File: src/rtl/fpadder_driver.sv
// Initiator for the serial fpadder operand protocol: buffers one {A,B} pair, drives A then B
// onto the adder bus in its ready window, captures the sum and hands it downstream.
module fpadder_driver #(
  parameter int unsigned TIMEOUT_CYC = 1023,
  parameter int unsigned CNT_W       = 10
) (
  input  logic        clock,
  input  logic        nreset,
  input  logic        in_valid,
  output logic        in_ready,
  input  logic [31:0] in_a,
  input  logic [31:0] in_b,
  input  logic        fp_ready,
  output logic [31:0] fp_a,
  input  logic [31:0] fp_sum,
  output logic        res_valid,
  input  logic        res_ready,
  output logic [31:0] res_sum,
  output logic        timeout_err,
  output logic        busy
);

  typedef enum logic [2:0] {StIdle, StSendA, StSendB, StWaitRes, StResult} state_e;

  state_e             r_state;
  logic               r_rdy;
  logic               r_buf_valid;
  logic [31:0]        r_buf_a;
  logic [31:0]        r_buf_b;
  logic [31:0]        r_fp_a;
  logic               r_res_valid;
  logic [31:0]        r_res_sum;
  logic               r_timeout;
  logic [CNT_W-1:0]   r_cnt;

  state_e             w_state_nxt;
  logic [31:0]        w_fp_a_nxt;
  logic               w_res_valid_nxt;
  logic [31:0]        w_res_sum_nxt;
  logic               w_timeout_nxt;
  logic [CNT_W-1:0]   w_cnt_nxt;
  logic               w_buf_clr;
  logic               w_buf_load;
  logic               w_rise;

  // A window opens on the first cycle fp_ready is seen high.
  assign w_rise     = fp_ready && !r_rdy;
  assign w_buf_load = in_valid && !r_buf_valid;

  always_comb begin
    w_state_nxt     = r_state;
    w_fp_a_nxt      = '0;
    w_res_valid_nxt = r_res_valid;
    w_res_sum_nxt   = r_res_sum;
    w_timeout_nxt   = 1'b0;
    w_cnt_nxt       = r_cnt;
    w_buf_clr       = 1'b0;
    case (r_state)
      StIdle: begin
        if (w_rise && r_buf_valid) begin
          w_fp_a_nxt  = r_buf_a;
          w_state_nxt = StSendA;
        end
      end
      StSendA: begin
        w_fp_a_nxt  = r_buf_b;
        w_state_nxt = StSendB;
      end
      StSendB: begin
        w_buf_clr   = 1'b1;
        w_cnt_nxt   = '0;
        w_state_nxt = StWaitRes;
      end
      StWaitRes: begin
        w_cnt_nxt = r_cnt + CNT_W'(1);
        // A result arriving on the last allowed cycle still wins over the timeout.
        if (w_rise) begin
          w_res_sum_nxt   = fp_sum;
          w_res_valid_nxt = 1'b1;
          w_state_nxt     = StResult;
        end else if (r_cnt == CNT_W'(TIMEOUT_CYC)) begin
          w_timeout_nxt = 1'b1;
          w_state_nxt   = StIdle;
        end
      end
      StResult: begin
        if (res_ready) begin
          w_res_valid_nxt = 1'b0;
          w_state_nxt     = StIdle;
        end
      end
      default: w_state_nxt = StIdle;
    endcase
  end

  always_ff @(posedge clock or negedge nreset) begin
    if (!nreset) begin
      r_state     <= StIdle;
      r_rdy       <= 1'b0;
      r_buf_valid <= 1'b0;
      r_buf_a     <= '0;
      r_buf_b     <= '0;
      r_fp_a      <= '0;
      r_res_valid <= 1'b0;
      r_res_sum   <= '0;
      r_timeout   <= 1'b0;
      r_cnt       <= '0;
    end else begin
      r_state     <= w_state_nxt;
      r_rdy       <= fp_ready;
      r_fp_a      <= w_fp_a_nxt;
      r_res_valid <= w_res_valid_nxt;
      r_res_sum   <= w_res_sum_nxt;
      r_timeout   <= w_timeout_nxt;
      r_cnt       <= w_cnt_nxt;
      if (w_buf_load) begin
        r_buf_valid <= 1'b1;
        r_buf_a     <= in_a;
        r_buf_b     <= in_b;
      end else if (w_buf_clr) begin
        r_buf_valid <= 1'b0;
      end
    end
  end

  assign in_ready    = !r_buf_valid;
  assign fp_a        = r_fp_a;
  assign res_valid   = r_res_valid;
  assign res_sum     = r_res_sum;
  assign timeout_err = r_timeout;
  assign busy        = (r_state != StIdle);

endmodule

File: config.mk
export PLATFORM = sky130hd
export DESIGN_NAME = fpadder_driver
export DESIGN_NICKNAME = d
export VERILOG_FILES = /design/src/rtl/fpadder_driver.sv
export SDC_FILE = /design/constraint.sdc
export NUM_CORES = 1
export LEC_CHECK = 0
export ABC_CLOCK_PERIOD_IN_PS = 3150
export BUFFER_PORTS_ARGS = -buffer_cell sky130_fd_sc_hd__buf_2
export CORE_MARGIN = 3
export CORE_UTILIZATION = 31
export DETAILED_ROUTE_END_ITERATION = 10
export PLACE_DENSITY = 0.58
export SETUP_SLACK_MARGIN = 0.02
export SLEW_MARGIN = 0
export SYNTH_ARGS = -nofsm -noshare
export SYNTH_HDL_FRONTEND = slang
export SYNTH_SLANG_ARGS = --single-unit
File: constraint.sdc
create_clock -name clock -period 3.15 [get_ports clock]
set_input_delay 0.315 -clock clock [delete_from_list [all_inputs] [get_ports clock]]
set_output_delay 0.315 -clock clock [all_outputs]
set_load 0.05 [all_outputs]
==> results of run 1 <==
[layout make-up]
type / instances / area (um2) / area share [%]
Clock inverter: 8 / 77.57 / 1.063
Multi-Input combinational cell: 197 / 1881 / 25.76
Inverter: 2 / 7.507 / 0.1028
Sequential cell: 145 / 3628 / 49.70
Timing Repair Buffer: 175 / 927.1 / 12.70
Tap cell: 225 / 281.5 / 3.856
Clock buffer: 23 / 498.0 / 6.821
[cell families (layout without fill, tap and decap cells)]
kind of cell	count (synthesis)	after routing	synth area share [%]
AOI/OAI and AO/OA	47	47	7.530
DFF	145	145	64.42
adders and majority gates	1	1	0.2221
and+or+nand+nor	48	48	5.264
muxes	101	101	20.12
buffers and inverters	23	208	2.443
[what timing repair did]
item | 4_1_cts | 5_1_grt
endpoints found under the hold margin | 70 | 0
gates resized for setup | 0 | 0
hold buffers | 1 | 0
[report_power, final]
| part | internal [mW] | leakage [nW] | switching [mW] |
|---|---|---|---|
| Clock | 1.19 | 0.281 | 0.744 |
| Sequential | 2.70 | 1.79 | 0.441 |
| Combinational | 1.14 | 1.42 | 2.13 |
| Total | 5.02 | 3.49 | 3.32 |
[cells in the final DEF (no fill, tap or decap), types with 3 or more instances in the layout]
master / Yosys / final
nand3_1: 7 / 7
clkbuf_16: 0 / 17
nor3b_1: 3 / 3
nand2b_1: 7 / 7
a22o_2: 31 / 31
a22o_1: 4 / 4
buf_2: 8 / 167
buf_4: 3 / 4
or4_1: 3 / 3
nand2_1: 11 / 11
clkinv_2: 0 / 3
mux2_2: 98 / 98
o21ai_0: 3 / 3
dfrtp_1: 145 / 145
clkbuf_8: 0 / 5
mux2i_1: 3 / 3
[state kept, by name, indices dropped and copies added (netlist names), 3 cells and up]
| signal | count |
|---|---|
| r_buf_a | 32 |
| r_state | 3 |
| res_sum | 32 |
| r_cnt | 10 |
| r_buf_b | 32 |
| fp_a | 32 |
[metal layers]
layer | vias to the layer above | track usage (%) | wire length (um)
met1 | 1797 | 16.16 | 5169
met4 | 6 | 3.519 | 124
met2 | 129 | 20.06 | 5840
li1 | 1670 | - | -
met5 | - | 0 | 22
met3 | 19 | 6.988 | 1327
[worst max path at each step]
| stage | to | slack (ns) |
|---|---|---|
| floorplan | fp_a[0] | 1.56 |
| global placement | res_sum[17] | 1.28 |
| detailed placement | res_sum[29] | 1.19 |
| CTS | busy | 1.15 |
| global route | res_sum[7] | 1.09 |
| finish | busy | 1.17 |
[through the flow]
stage | util (%) | area [um2] | cells | total power, mW | setup WS (ns)
after global placement | 38.29 | 6715 | 743 | 6.380 | 1.282
final | 41.63 | 7301 | 775 | 8.337 | 1.174
after detailed placement | 38.29 | 6715 | 743 | 6.500 | 1.191
after floorplan | - | 5633 | 365 | 5.642 | 1.558
after CTS | 41.63 | 7301 | 775 | 8.465 | 1.145
after global routing | 41.63 | 7301 | 775 | 8.826 | 1.090
[critical path: cells and delay by family, from the launching register on]
| kind | cells | cell delay (ns) |
|---|---|---|
| flip-flops | 1 | 0.56 |
| buffers and inverters | 1 | 0.23 |
| AND/OR/NAND/NOR | 1 | 0.46 |
==> key figures, run 1 <==
Run status
  • Status: finished clean

CTS
  • Total CTS buffers: 17
  • Clock sink count: roughly 150
  • Postcts setup bufs: 0
  • CTS root buf: clkbuf_16
  • Clk slew on worst S/H paths: 0.06 ns
  • H-tree depth: 4
  • Longest Clk Path Bufs: 2
  • CTS tree: done
  • Worst-Skew Late Latency: 0.41 ns

Die
  • Die width: 140.8 um
  • Starting Density: around a third
  • Die area: ~20000 um2
  • # rows: 48
  • Die height: 140.8 um
  • Core box area: about 18000 um2
  • I/O Pins: between 150 and 200

Pwr
  • P_leak: 3.488 nW
  • Worst vdd ir: about 0.00052 V
  • Power Density: roughly 1100 nW/um2

STA
  • Worst Tran Pin Value: 0.6589 ns
  • Final setup violating endpoints: 0
  • Clock Skew: slightly below 0.007 ns
  • Hold WS: 0.02247 ns
  • Total negative setup slack: 0 ns
  • FMAX: 506.1 MHz
  • Final worst path period share: 62.72%
  • Final count of pins violating max slew: 0
  • Fin. Hold Viols: 0
  • Rel. slew slack: 56.07%
  • Tmin final: roughly 2 ns
  • RSZ-0062 raised after global routing: false

Final layout
  • Fillers: 1673
  • Share of layout cells above drive strength 1: 61.64%
  • Area grow syn2layout: 29.61%
  • NumNets Final: 640
  • N_diodes: 0

GRT
  • First-pass GRT wire length: 20530 um
  • GR Util All Layers: 13.07%
  • Largest net degree at the start of global routing: 73
  • Number of global-route vias before repair: 3909
  • Initial antenna violation count: 3
  • Remaining Overflow, GRT: 0

Critical path
  • Reg2Reg Setup Slack: 1.19 ns
  • CP Max Fanout: 16
  • Critical Path AT: 1.66 ns
  • Required time of the worst setup path: 2.83 ns
  • Crit path launch: r_state[0]
  • R2r endpoint: res_sum[7]
  • CP Launch Type: flip-flop
  • Kind of critical path: reg2out
  • Nature of the critical path endpoint: output port
  • Worst path cell trace: or3_4, buf_2
  • Worst Reg2Reg Path Length in Cells: 4
  • Reg2reg start: r_state[0]
  • Largest stage delay on the critical path: 0.56 ns
  • Slowest cell on crit path: dfrtp_1

Detailed routing
  • Post-DR wirelength/cell: approximately 16 um
  • Via count: 3621
  • 1st-pass router iterations: 4
  • Drt via density: 4.672
  • DRT Wirelength: 12480 um
  • Antenna viol nets, final: 0
  • Drt drc: 0
  • DRT iter0 DRCs: 167

Hold path
  • Hold path cells: 1
  • Hold endpoint: r_rdy
  • Hold Crit Class: in2reg
  • HP Start: fp_ready

Logic synthesis
  • Mapped Area: between 5000 and 6000 um2
  • Yosys reg bits: approximately 150
  • Post-Synthesis Cells: 365
  • Ys Warns: 0
  • Top FF cell, synth: dfrtp_1
  • Syn Nets: 467
  • EDFF count, synth: 0
  • Post-synth top cells: dfrtp_1, mux2_2, a22o_2, nand2_1, buf_2
  • Post-synthesis sequential area ratio: between 60 and 70%
  • Library cells used by synthesis: 35
  • FFs w/ async S/R, synth: 100.0%
  • Most frequent cell after synthesis: dfrtp_1
  • Synth area leaders: dfrtp_1, mux2_2, a22o_2
  • Yosys top cell by area: dfrtp_1
  • Yosys top cell area share: 64.42%
  • Avg Synthesized Cell Area: 15.43 um2

Placed design
  • Post-detail-place hpwl: 8718 um
  • RePlAce Congestion: approximately 0.76
  • Buffers on Ports: 168

Job
  • Max-cap violations: 0
No activity file was read; power rests on OpenSTA's default activity.
==> run 2: changes to the inputs <==
--- a/config.mk
+++ b/config.mk
@@ -5,7 +5,7 @@
 export SDC_FILE = /design/constraint.sdc
 export NUM_CORES = 1
 export LEC_CHECK = 0
-export ABC_CLOCK_PERIOD_IN_PS = 3150
+export ABC_CLOCK_PERIOD_IN_PS = 2000
 export BUFFER_PORTS_ARGS = -buffer_cell sky130_fd_sc_hd__buf_2
 export CORE_MARGIN = 3
 export CORE_UTILIZATION = 31
==> constraint.sdc (replaced) <==
create_clock -name clock -period 2 [get_ports clock]
set_input_delay 0.2 -clock clock [delete_from_list [all_inputs] [get_ports clock]]
set_output_delay 0.2 -clock clock [all_outputs]
set_load 0.05 [all_outputs]
==> run 2 against run 1 <==
  * Setup slack lost 0.97 ns
  * Cell count grew 8.8%
  * Clock skew increased by 0.0077 ns
  * Largest cell class unchanged
  * Worst hold slack lost 0.0012 ns
  * Highest routed layer is now met4
  * Wire length is 2.4% higher
==> key figures, run 2 (synthesis results as in run 1) <==
Final layout
  • Fillers: ~1600
  • Post-route cell area: between 8000 and 9000 um2
  • N_diodes: 0
  • Commonest non-fill, non-tap cell in the layout: buf_2
  • NumNets Final: 707
  • Area of the multi-input gates: 1881 um2
  • Most frequent cells in the layout: buf_2, dfrtp_1, mux2_2
  • Register area: around 3600 um2
  • Area grow syn2layout: 42.47%
  • Share of layout cells above drive strength 1: ~56%

CTS
  • Post-CTS resize count: 0
  • Clk slew on worst S/H paths: 0.06 ns
  • Hold_buf cts: 57
  • Clock sink count: 145
  • Worst-Skew Late Latency: 0.42 ns
  • CTS tree: done
  • Longest Clk Path Bufs: 2
  • H-tree depth: 4
  • Postcts setup bufs: 0
  • Total CTS buffers: 17
  • CTS root buf: clkbuf_16

GRT
  • Number of global-route vias before repair: 4000
  • Largest net degree at the start of global routing: 52
  • First-pass GRT wire length: 20290 um
  • Remaining Overflow, GRT: 0
  • Initial antenna violation count: 0
  • GR Util All Layers: between 10% and 20%

Critical path
  • Critical Path AT: approximately 1.6 ns
  • Nature of the critical path endpoint: output port
  • CP Max Fanout: 12
  • Kind of critical path: reg2out
  • Required time of the worst setup path: 1.80 ns
  • CP Launch Type: flip-flop
  • Reg2reg start: r_state[2]
  • Crit path launch: r_state[2]

STA
  • Worst Tran Pin Value: 0.4718 ns
  • Fin. Hold Viols: 0
  • FMAX: 555.9 MHz
  • Clock Skew: 0.01459 ns
  • RSZ-0062 raised after global routing: false
  • Total negative setup slack: 0 ns
  • Tmin final: between 1.5 and 2 ns
  • Hold WS: 0.02131 ns
  • Final worst path period share: 89.94%
  • Final count of pins violating max slew: 0
  • Rel. slew slack: just under 70%
  • Final setup violating endpoints: 0
  • Fin worst setup slack: slightly above 0.2 ns

Detailed routing
  • Via count: 3870
  • Drt via density: 4.591
  • DRT Wirelength: 12780 um
  • Post-DR wirelength/cell: 15.16 um
  • DRT iter0 DRCs: around 210
  • 1st-pass router iterations: 4
  • Drt drc: 0
  • Antenna viol nets, final: 0

Pwr
  • Power Density: 1668 nW/um2
  • Worst vdd ir: between 0.001 and 0.0015 V
  • P_leak: 3.792 nW

Hold path
  • Hold Crit Class: in2reg
  • HP Start: in_b[13]

Run status
  • Status: finished clean

Placed design
  • Post-Place Cell Area: ~6800 um2
  • RePlAce Congestion: between 0.7 and 0.8
  • Worst slack, placed: 0.3466 ns
  • Post-detail-place hpwl: 8379 um
  • Buffers on Ports: 168

Job
  • Max-cap violations: 0

Die
  • Starting Density: roughly a third
  • # rows: 48
  • Die area: 19820 um2
  • Die height: around 140 um
  • Core box area: ~18000 um2
  • I/O Pins: 169
  • Die width: approximately 140 um
## run 2: cell types whose count changed in the layout (fill, tap and decap cells not counted)
cell	previous run	this run
clkbuf_8	5	3
clkinv_2	3	2
buf_12	2	6
buf_4	4	3
inv_8	0	1
clkbuf_1	1	0
clkinvlp_4	2	1
dlygate4sd3_1	1	65
clkinv_4	1	3
inv_6	1	4
## run 2: final timing paths
kind	to	slack [ns]	cells past startpoint
max in group asynchronous	r_buf_a[25]	1.05	3
worst min-delay path	r_buf_b[13]	0.02	2
worst min register to register	res_valid	0.48	1
worst max-delay path	busy	0.20	2
worst max register to register	res_sum[25]	0.33	4
min in group asynchronous	r_buf_a[9]	0.29	2
## run 2: final cells by class
| class | count | share of cell area, % |
|---|---|---|
| sequential | 145 | 45.21 |
| multi-input combinational | 197 | 23.43 |
| timing repair buffer | 242 | 20.44 |
| clock buffer | 20 | 5.815 |
| tap | 225 | 3.508 |
| clock inverter | 12 | 1.497 |
| inverter | 2 | 0.09355 |
## run 2: power by group
group | internal, mW | switching [mW] | leakage, nW
sequential | 4.24 | 0.670 | 1.79
combinational | 1.94 | 3.43 | 1.71
clock | 1.84 | 1.26 | 0.290
total | 8.03 | 5.36 | 3.79
## run 2: critical path: stages, from the launching register on
cell     delay, ns
dfrtp_1       0.51
or3_4         0.45
buf_2         0.23
## run 2: layer usage
layer	part of all wire, %	GRT usage, %	routed length, um
met5	0	0	0
met4	0.75	3.519	96
met3	9.0	6.445	1149
met2	48	21.07	6196
met1	42	15.58	5338
## run 2: per-stage QoR
step           total power, mW  utilization [%]  cells
2_1_floorplan            8.886                -    365
3_3_place_gp             10.15            38.71    746
3_5_place_dp             10.30            38.71    746
4_1_cts                  13.55            45.31    835
5_1_grt                  14.14            45.76    843
6_report                 13.39            45.76    843
